## src/rtl/pc_score_accum.sv

```systemverilog
// ---------------------------------------------------------------------------
// pc_score_accum
//
// Streaming PCA score generator. Each input beat carries one projected
// component value y_i and that component's inverse eigenvalue. The block
// accumulates y_i^2 * inv_lambda_i into two saturating sums:
//   components 0 .. MAJ_PC_NUM-1       -> major score
//   components MAJ_PC_NUM .. PC_NUM-1  -> minor score
// After PC_NUM beats both scores are offered on a valid/ready output and held
// until accepted. Both accumulators then clear for the next frame.
//
// Build option:
//   PC_SCORE_PIPE_EN  when defined, a register stage sits between the multiply
//                     and the accumulate. A DRAIN state adds the final term,
//                     so out_valid rises 2 cycles after the last beat instead
//                     of 1. Numeric results are identical in both builds.
//
// Parameters:
//   PC_NUM      components per frame (>= 2)
//   MAJ_PC_NUM  leading components counted as major (1 .. PC_NUM-1)
//   DATA_W      width of in_y / in_inv_lambda
//   FRAC_W      fractional bits of both inputs
//
// Ports:
//   clk            clock, rising edge
//   reset          synchronous, active-high
//   in_valid       input beat valid
//   in_ready       block accepts a beat (ACCUM only, low during reset)
//   in_y           signed projected component value, Q(DATA_W-FRAC_W).FRAC_W
//   in_inv_lambda  unsigned 1/eigenvalue, same format
//   out_valid      scores valid
//   out_ready      downstream accepts the scores
//   maj_pc_score   unsigned major score, Q(2*(DATA_W-FRAC_W)).(2*FRAC_W)
//   min_pc_score   unsigned minor score, same format
// ---------------------------------------------------------------------------
module pc_score_accum #(
    parameter int unsigned PC_NUM     = 5,
    parameter int unsigned MAJ_PC_NUM = 2,
    parameter int unsigned DATA_W     = 16,
    parameter int unsigned FRAC_W     = 8
) (
    input  logic                  clk,
    input  logic                  reset,
    input  logic                  in_valid,
    output logic                  in_ready,
    input  logic [DATA_W-1:0]     in_y,
    input  logic [DATA_W-1:0]     in_inv_lambda,
    output logic                  out_valid,
    input  logic                  out_ready,
    output logic [2*DATA_W-1:0]   maj_pc_score,
    output logic [2*DATA_W-1:0]   min_pc_score
);

    localparam int unsigned IdxW  = (PC_NUM > 1) ? $clog2(PC_NUM) : 1;
    localparam int unsigned AccW  = 2 * DATA_W;
    localparam int unsigned ProdW = 3 * DATA_W;

    localparam logic [IdxW-1:0] LastIdx = IdxW'(PC_NUM - 1);
    localparam logic [IdxW-1:0] MajIdx  = IdxW'(MAJ_PC_NUM);

    // -----------------------------------------------------------------------
    // FSM encoding
    // -----------------------------------------------------------------------
`ifdef PC_SCORE_PIPE_EN
    typedef enum logic [1:0] {
        StAccum = 2'd0,
        StDrain = 2'd1,
        StOut   = 2'd2
    } state_e;
`else
    typedef enum logic [0:0] {
        StAccum = 1'b0,
        StOut   = 1'b1
    } state_e;
`endif

    state_e          state_q, state_d;
    logic [IdxW-1:0] idx_q, idx_d;
    logic [AccW-1:0] maj_q, maj_d;
    logic [AccW-1:0] min_q, min_d;

    // -----------------------------------------------------------------------
    // Term arithmetic
    // -----------------------------------------------------------------------
    // Squaring at 2*DATA_W keeps the most negative input exact:
    // (-2^(DATA_W-1))^2 = 2^(2*DATA_W-2) still fits unsigned.
    logic signed [AccW-1:0] y_ext;
    logic signed [AccW-1:0] sq_signed;
    logic [AccW-1:0]        sq;
    logic [ProdW-1:0]       prod;
    logic [ProdW-1:0]       term_full;
    logic [AccW-1:0]        term;

    always_comb begin
        y_ext     = {{DATA_W{in_y[DATA_W-1]}}, in_y};
        sq_signed = y_ext * y_ext;
        sq        = sq_signed;
        prod      = {{DATA_W{1'b0}}, sq} * {{AccW{1'b0}}, in_inv_lambda};
        // Floor shift back to 2*FRAC_W fractional bits.
        term_full = prod >> FRAC_W;
        term      = (|term_full[ProdW-1:AccW]) ? {AccW{1'b1}} : term_full[AccW-1:0];
    end

    function automatic logic [AccW-1:0] sat_add(input logic [AccW-1:0] a,
                                                input logic [AccW-1:0] b);
        logic [AccW:0] sum;
        sum = {1'b0, a} + {1'b0, b};
        return sum[AccW] ? {AccW{1'b1}} : sum[AccW-1:0];
    endfunction

    // -----------------------------------------------------------------------
    // Beat decode
    // -----------------------------------------------------------------------
    logic beat;
    logic beat_is_maj;

    assign beat        = in_valid && (state_q == StAccum);
    assign beat_is_maj = (idx_q < MajIdx);

    // Accumulate source: the live term, or the registered one with the pipe.
    logic            add_en;
    logic            add_maj;
    logic [AccW-1:0] add_term;

`ifdef PC_SCORE_PIPE_EN
    logic [AccW-1:0] term_q, term_d;
    logic            term_maj_q, term_maj_d;
    logic            term_vld_q, term_vld_d;

    always_comb begin
        term_d     = term_q;
        term_maj_d = term_maj_q;
        term_vld_d = beat;
        if (beat) begin
            term_d     = term;
            term_maj_d = beat_is_maj;
        end
        add_en   = term_vld_q;
        add_maj  = term_maj_q;
        add_term = term_q;
    end
`else
    always_comb begin
        add_en   = beat;
        add_maj  = beat_is_maj;
        add_term = term;
    end
`endif

    // -----------------------------------------------------------------------
    // Next-state, accumulators and handshake outputs
    // -----------------------------------------------------------------------
    logic acc_ready;
    logic acc_valid;

    always_comb begin
        state_d   = state_q;
        idx_d     = idx_q;
        maj_d     = maj_q;
        min_d     = min_q;
        acc_ready = 1'b0;
        acc_valid = 1'b0;

        // No term is ever pending in OUT, so this never races the clear below.
        if (add_en) begin
            if (add_maj) begin
                maj_d = sat_add(maj_q, add_term);
            end else begin
                min_d = sat_add(min_q, add_term);
            end
        end

        unique case (state_q)
            StAccum: begin
                acc_ready = 1'b1;
                if (in_valid) begin
                    if (idx_q == LastIdx) begin
                        idx_d = '0;
`ifdef PC_SCORE_PIPE_EN
                        state_d = StDrain;
`else
                        state_d = StOut;
`endif
                    end else begin
                        idx_d = idx_q + IdxW'(1);
                    end
                end
            end
`ifdef PC_SCORE_PIPE_EN
            StDrain: begin
                // Final registered term lands this cycle.
                state_d = StOut;
            end
`endif
            StOut: begin
                acc_valid = 1'b1;
                if (out_ready) begin
                    maj_d   = '0;
                    min_d   = '0;
                    state_d = StAccum;
                end
            end
            default: begin
                state_d = StAccum;
            end
        endcase
    end

    // -----------------------------------------------------------------------
    // State registers
    // -----------------------------------------------------------------------
    always_ff @(posedge clk) begin
        if (reset) begin
            state_q <= StAccum;
            idx_q   <= '0;
            maj_q   <= '0;
            min_q   <= '0;
        end else begin
            state_q <= state_d;
            idx_q   <= idx_d;
            maj_q   <= maj_d;
            min_q   <= min_d;
        end
    end

`ifdef PC_SCORE_PIPE_EN
    always_ff @(posedge clk) begin
        if (reset) begin
            term_q     <= '0;
            term_maj_q <= 1'b0;
            term_vld_q <= 1'b0;
        end else begin
            term_q     <= term_d;
            term_maj_q <= term_maj_d;
            term_vld_q <= term_vld_d;
        end
    end
`endif

    // -----------------------------------------------------------------------
    // Outputs: forced quiet while reset is asserted.
    // -----------------------------------------------------------------------
    assign in_ready     = acc_ready & ~reset;
    assign out_valid    = acc_valid & ~reset;
    assign maj_pc_score = reset ? '0 : maj_q;
    assign min_pc_score = reset ? '0 : min_q;

`ifndef SYNTHESIS
    // Scores hold while the consumer stalls.
    hold_scores_a : assert property (@(posedge clk) disable iff (reset)
        (out_valid && !out_ready) |=>
            (out_valid && $stable(maj_pc_score) && $stable(min_pc_score)));

    // Never accept input while scores are pending.
    no_overlap_a : assert property (@(posedge clk) disable iff (reset)
        !(in_ready && out_valid));
`endif

endmodule

```

## config.mk

```make
export PLATFORM = sky130hd
export DESIGN_NAME = pc_score_accum
export DESIGN_NICKNAME = d
export VERILOG_FILES = /design/src/rtl/pc_score_accum.sv
export SDC_FILE = /design/constraint.sdc
export NUM_CORES = 2
export LEC_CHECK = 0
export BUFFER_PORTS_ARGS = -buffer_cell sky130_fd_sc_hd__buf_2
export CORE_MARGIN = 2
export CORE_UTILIZATION = 30
export CTS_BUF_LIST = sky130_fd_sc_hd__clkbuf_4 sky130_fd_sc_hd__clkbuf_8
export DETAILED_ROUTE_END_ITERATION = 16
export GPL_ROUTABILITY_DRIVEN = 0
export GPL_TIMING_DRIVEN = 0
export PLACE_DENSITY = 0.5
export SETUP_SLACK_MARGIN = 0.02
export SLEW_MARGIN = 20
export SYNTH_ARGS = -nofsm -noshare
export SYNTH_HDL_FRONTEND = slang
export SYNTH_SLANG_ARGS = --single-unit
export TNS_END_PERCENT = 10
```

## constraint.sdc

```tcl
create_clock -name clk -period 25.5 [get_ports clk]
set_input_delay 1.275 -clock clk [delete_from_list [all_inputs] [get_ports clk]]
set_output_delay 1.275 -clock clk [all_outputs]
set_load 0.01 [all_outputs]
```

### Word level (Yosys, flattened, before mapping)

Index checks and enable logic that the tools add are counted.

| cells by class | value |
|---|---|
| $mul | 2 |
| multiplexer cells | 20 |
| add/subtract/negate cells | 3 |
| magnitude comparators | 1 |
| bitwise operators | 4 |
| equality and inequality tests | 1 |
| reduce and logical (&&, ||, !) cells | 3 |

Operators by type and width:

| operator | number |
|---|---|
| 32-bit 2-to-1 mux | 13 |
| 32-bit by 32-bit adder with 33-bit output | 2 |
| 32-bit by 16-bit multiplier with 48-bit output | 1 |
| 16-bit by 16-bit multiplier with 32-bit output | 1 |
| 8-bit OR reduction | 1 |
| 1-bit 2-to-1 mux | 5 |
| 3-bit by 1-bit adder with 3-bit output (second input constant) | 1 |
| 3-bit equality test (second input constant) | 1 |
| 3-bit by 2-bit < comparator with 1-bit output (second input constant) | 1 |
| 3-bit 2-to-1 mux | 1 |
| 1-bit AND | 2 |
| 1-bit NOT | 2 |
| 1-bit case mux with 2 select lines | 1 |
| 2-bit AND reduction | 1 |
| 1-bit logical AND | 1 |

| storage, ports and cells | value |
|---|---|
| output and inout bits | 66 |
| logic and storage cells | 38 |
| register bits after elaboration | 68 |
| input bits | 36 |

### Longest topological paths before layout

| depth | value |
|---|---|
| word-level depth | 10 |
| depth in mapped cells | 66 |
| mapped depth without buffers | 60 |

### Worst setup path after synthesis

No wires, ideal clock.

| timing | value |
|---|---|
| kind | input to register |
| start | input in_y[1] |
| end | register maj_q[14] |
| path buffers | 7 |
| required time | 25.378 ns |
| stages | 63 |
| setup time | 0.122 ns |
| slack | 9.927 ns |
| arrival time | 15.451 ns |
| path through | clkbuf_1 > clkbuf_1 > nand2_1 > inv_1 > fa_1 > inv_1 > fa_1 > fa_1 > inv_1 > fa_1 > fa_1 > inv_1 > fa_1 > inv_1 > ha_1 > clkbuf_1 > a21o_1 > a21o_1 > [27 not listed] > o2111ai_2 > a2111oi_4 > buf_6 > nand2_1 > ha_1 > inv_1 > fa_1 > nor2b_1 > o2111ai_1 > and3_1 > nor3_1 > a211o_1 > o31ai_1 > o211a_1 > nor3_1 > a31oi_1 > buf_2 > a21oi_1 |

| on the way | value |
|---|---|
| cells in the longest elaborated chain, start to end | 10 |

RTL lines:

| item | RTL line | source |
|---|---|---|
| start, declared | 46 | `input logic [DATA_W-1:0] in_y,` |
| 16-bit by 16-bit multiplier with 32-bit output * | 96 | `sq_signed = y_ext * y_ext;` |
| 32-bit by 16-bit multiplier with 48-bit output * | 98 | `prod = {{DATA_W{1'b0}}, sq} * {{AccW{1'b0}}, in_inv_lambda};` |
| 8-bit OR reduction | 101 | `term = (\|term_full[ProdW-1:AccW]) ? {AccW{1'b1}} : term_full[AccW-1:0];` |
| 32-bit 2-to-1 mux * | 101 |  |
| 32-bit by 32-bit adder with 33-bit output * | 107 | `sum = {1'b0, a} + {1'b0, b};` |
| 32-bit 2-to-1 mux * | 108 | `return sum[AccW] ? {AccW{1'b1}} : sum[AccW-1:0];` |
| 32-bit 2-to-1 mux * | 166 | `if (add_maj) begin` |
| 32-bit 2-to-1 mux * | 165 | `if (add_en) begin` |
| 32-bit 2-to-1 mux | 197 | `if (out_ready) begin` |
| 32-bit 2-to-1 mux * | 173 | `unique case (state_q)` |
| end signal, assigned | 221 | `maj_q <= maj_d;` |
| end, declared | 79 | `logic [AccW-1:0] maj_q, maj_d;` |

Every way passes the cells marked *; elsewhere a longest branch is shown, timed or not.
A chain may end at the register's enable or synchronous reset.

### Final worst setup path

| timing | value |
|---|---|
| start | input in_y[6] |
| end | register maj_q[2] |

Same word-level chain as after synthesis.

==> results.yml <==
global_routing:
  grt_max_degree: 13
  grt.total_usage_pct: 16.9
  grt_pass1_vias: 24137
  grt_overflow: 0
  grt_pass1_wl_mm: 138
  antenna_found_initial: 4
sta:
  tightest_slew_ns: 1.12
  slew_headroom_pct: 25.5
  timing_hold_violations_final: 0
  fin_crit_sh_pct: 77.9
  rsz0062_at_grt: "no"
  tns_ns: 0
  fin_crit_ns: 19.86
  fin_skew_ns: 0.0166
  drv_slew: 0
  setup_viol: 0
  fmax_ghz: 0.0504
synthesis:
  yosysUniqueCellTypes: 84
  syn_inst: 3595
  synth_area_leaders: "fa_1, ha_1, inv_1"
  ys_top_cells_by_count: "inv_1, fa_1, nand2_1, ha_1, and2_1"
  yosysTopAreaCell: "fa_1"
  synth_area_sq_mm: 0.0306
  synth_edf_count: 0
  ys_seq_area_share_pct: 4.44
  synth_area_per_cell_sq_um: 8.52
  ys.flop_type: "dfxtp_1"
  synth.most_common_cell: "inv_1"
  synth_top_area_share_pct: 41.6
  async_flop_share_pct: 0
  yosys_warnings: 0
  syn-num-nets: 4552
  ys_ff_latch: 68
final_layout:
  fillers: 11011
  drive_above_1_share_pct: 4.45
  nNetsFinal: 4661
  syn2layout_area_growth_pct: 7.97
die:
  die_area_sq_mm: 0.105
  rows: 117
  fp.dieH_um: 324
  die_w_um: 324
  pin_count: 102
  placeableCoreArea_sq_mm: 0.102
  initial_utilization_pct: 30.2
critical_path:
  path_max_fanout: 10
  reg2reg_from: "maj_q[0]"
  crit_path_frequent_cell: "fa_1"
  critPathKind: "in2reg"
  critPathLaunchType: "primary input"
  critical-path-top-delay-family: "adder cells"
  end_kind: "flop"
  worstPathRequired_ns: 25.75
  path_buf_inv: 13
  cpPeakStageDelay_ns: 0.86
  cp.arrival_ns: 20.10
  crit_start: "in_y[6]"
  slowest_stage: "o21ai_1"
cts:
  cts.sinks: 68
  cts_tree: "built"
  h-tree-depth: 3
  clk_latency_ns: 0.37
  clockRootBuffer: "clkbuf_8"
  path_clk_slew_ns: 0.09
  hold_buffers: 0
  cts_resized: 0
  clockBufferDepth: 2
  postCtsSetupRepairBufs: 0
  cts_buffers: 9
route:
  first_pass_iters: 5
  ant_nets: 0
  drc: 0
  num_vias: 23888
  finalWirelength_mm: 87.2
  first_iter_violations: 1241
  avgRoutedWirePerCell_um: 17.2
  via_per_inst: 4.70
run_status:
  outcome: "finished clean"
min_path:
  hold_class: "reg2reg"
  min-delay-start: "idx_q[2]"
flow_run:
  drv_cap: 0
place:
  hpwl_mm: 76.0
  port_buffers: 98
## metrics by stage
stage | area [sq um] | util (%) | std cells | hold WS (ns) | worst slack [ns]
after floorplan | 30600 | - | 3595 | 0.497 | 9.93
after global placement | 32800 | 32.3 | 5061 | 0.536 | 5.21
after detailed placement | 32900 | 32.4 | 5061 | 0.542 | 5.21
after CTS | 33100 | 32.6 | 5077 | 0.557 | 5.50
after global routing | 33100 | 32.6 | 5077 | 0.581 | 4.63
final | 33100 | 32.6 | 5079 | 0.560 | 5.64
## final timing paths
check,end,depth (start not counted),slack (ns)
hold / removal,idx_q[2],2,0.56
setup reg to reg,maj_q[2],14,21.37
hold reg to reg,idx_q[2],2,0.56
setup / recovery,maj_q[2],58,5.64
## metal layers
layer,track usage [%],up-vias,part of all wire [%]
li1,-,11184,-
met4,2.51,2,1.4
met3,1.55,66,4.4
met1,24.4,12173,46
met2,27.9,463,48
met5,0,-,0.019
## state kept, by name, indices dropped and copies added, names as in the netlist
| register | flops |
|---|---|
| maj_q | 32 |
| state_q | 1 |
| idx_q | 3 |
| min_q | 32 |
## cell usage in the layout (no fill, tap or decap), types with 22 or more instances in the layout
| master | count |
|---|---|
| nor2b_1 | 96 |
| ha_1 | 284 |
| o21ai_0 | 109 |
| dfxtp_1 | 68 |
| nand2b_1 | 22 |
| clkbuf_1 | 137 |
| a21o_1 | 75 |
| buf_2 | 106 |
| nand2_1 | 465 |
| and2_1 | 216 |
| a21oi_1 | 171 |
| xnor2_1 | 83 |
| inv_1 | 797 |
| nor2_1 | 112 |
| fa_1 | 637 |
| and3_1 | 24 |
| xor2_1 | 54 |
## logic make-up (layout without fill, tap and decap cells)
logic type | after synthesis | after routing | share of synthesized area (%)
flops | 68 | 68 | 4.44
simple gates | 1018 | 1018 | 16.1
xor+xnor | 141 | 141 | 4.05
buf+inv | 946 | 1060 | 11.7
mux | 2 | 2 | 0.0735
fa+ha+maj | 921 | 921 | 53.2
other cells | 0 | 2 | 0
compound gates | 499 | 499 | 10.4
## final cells by class
class                           count  area, sq um  area share, %
Multi-Input combinational cell   2581        25700           77.8
Inverter                          797         2990           9.04
Tap cell                         1368         1710           5.17
Sequential cell                    68         1360           4.11
Buffer                            149          593           1.79
Timing Repair Buffer               98          490           1.48
Clock buffer                       11          145          0.439
Clock inverter                      5         61.3          0.185
Antenna cell                        2         5.00         0.0151
## tightest hold or removal path, delay by kind of cell, from the launching register on
family / cells / cell delay, ns
flip-flops: 1 / 0.37
AO/OA/AOI/OAI: 2 / 0.15
Power is left out: the tool's default activity adds up to more than one toggle a clock period on the data nets, which glitch-free logic cannot reach.
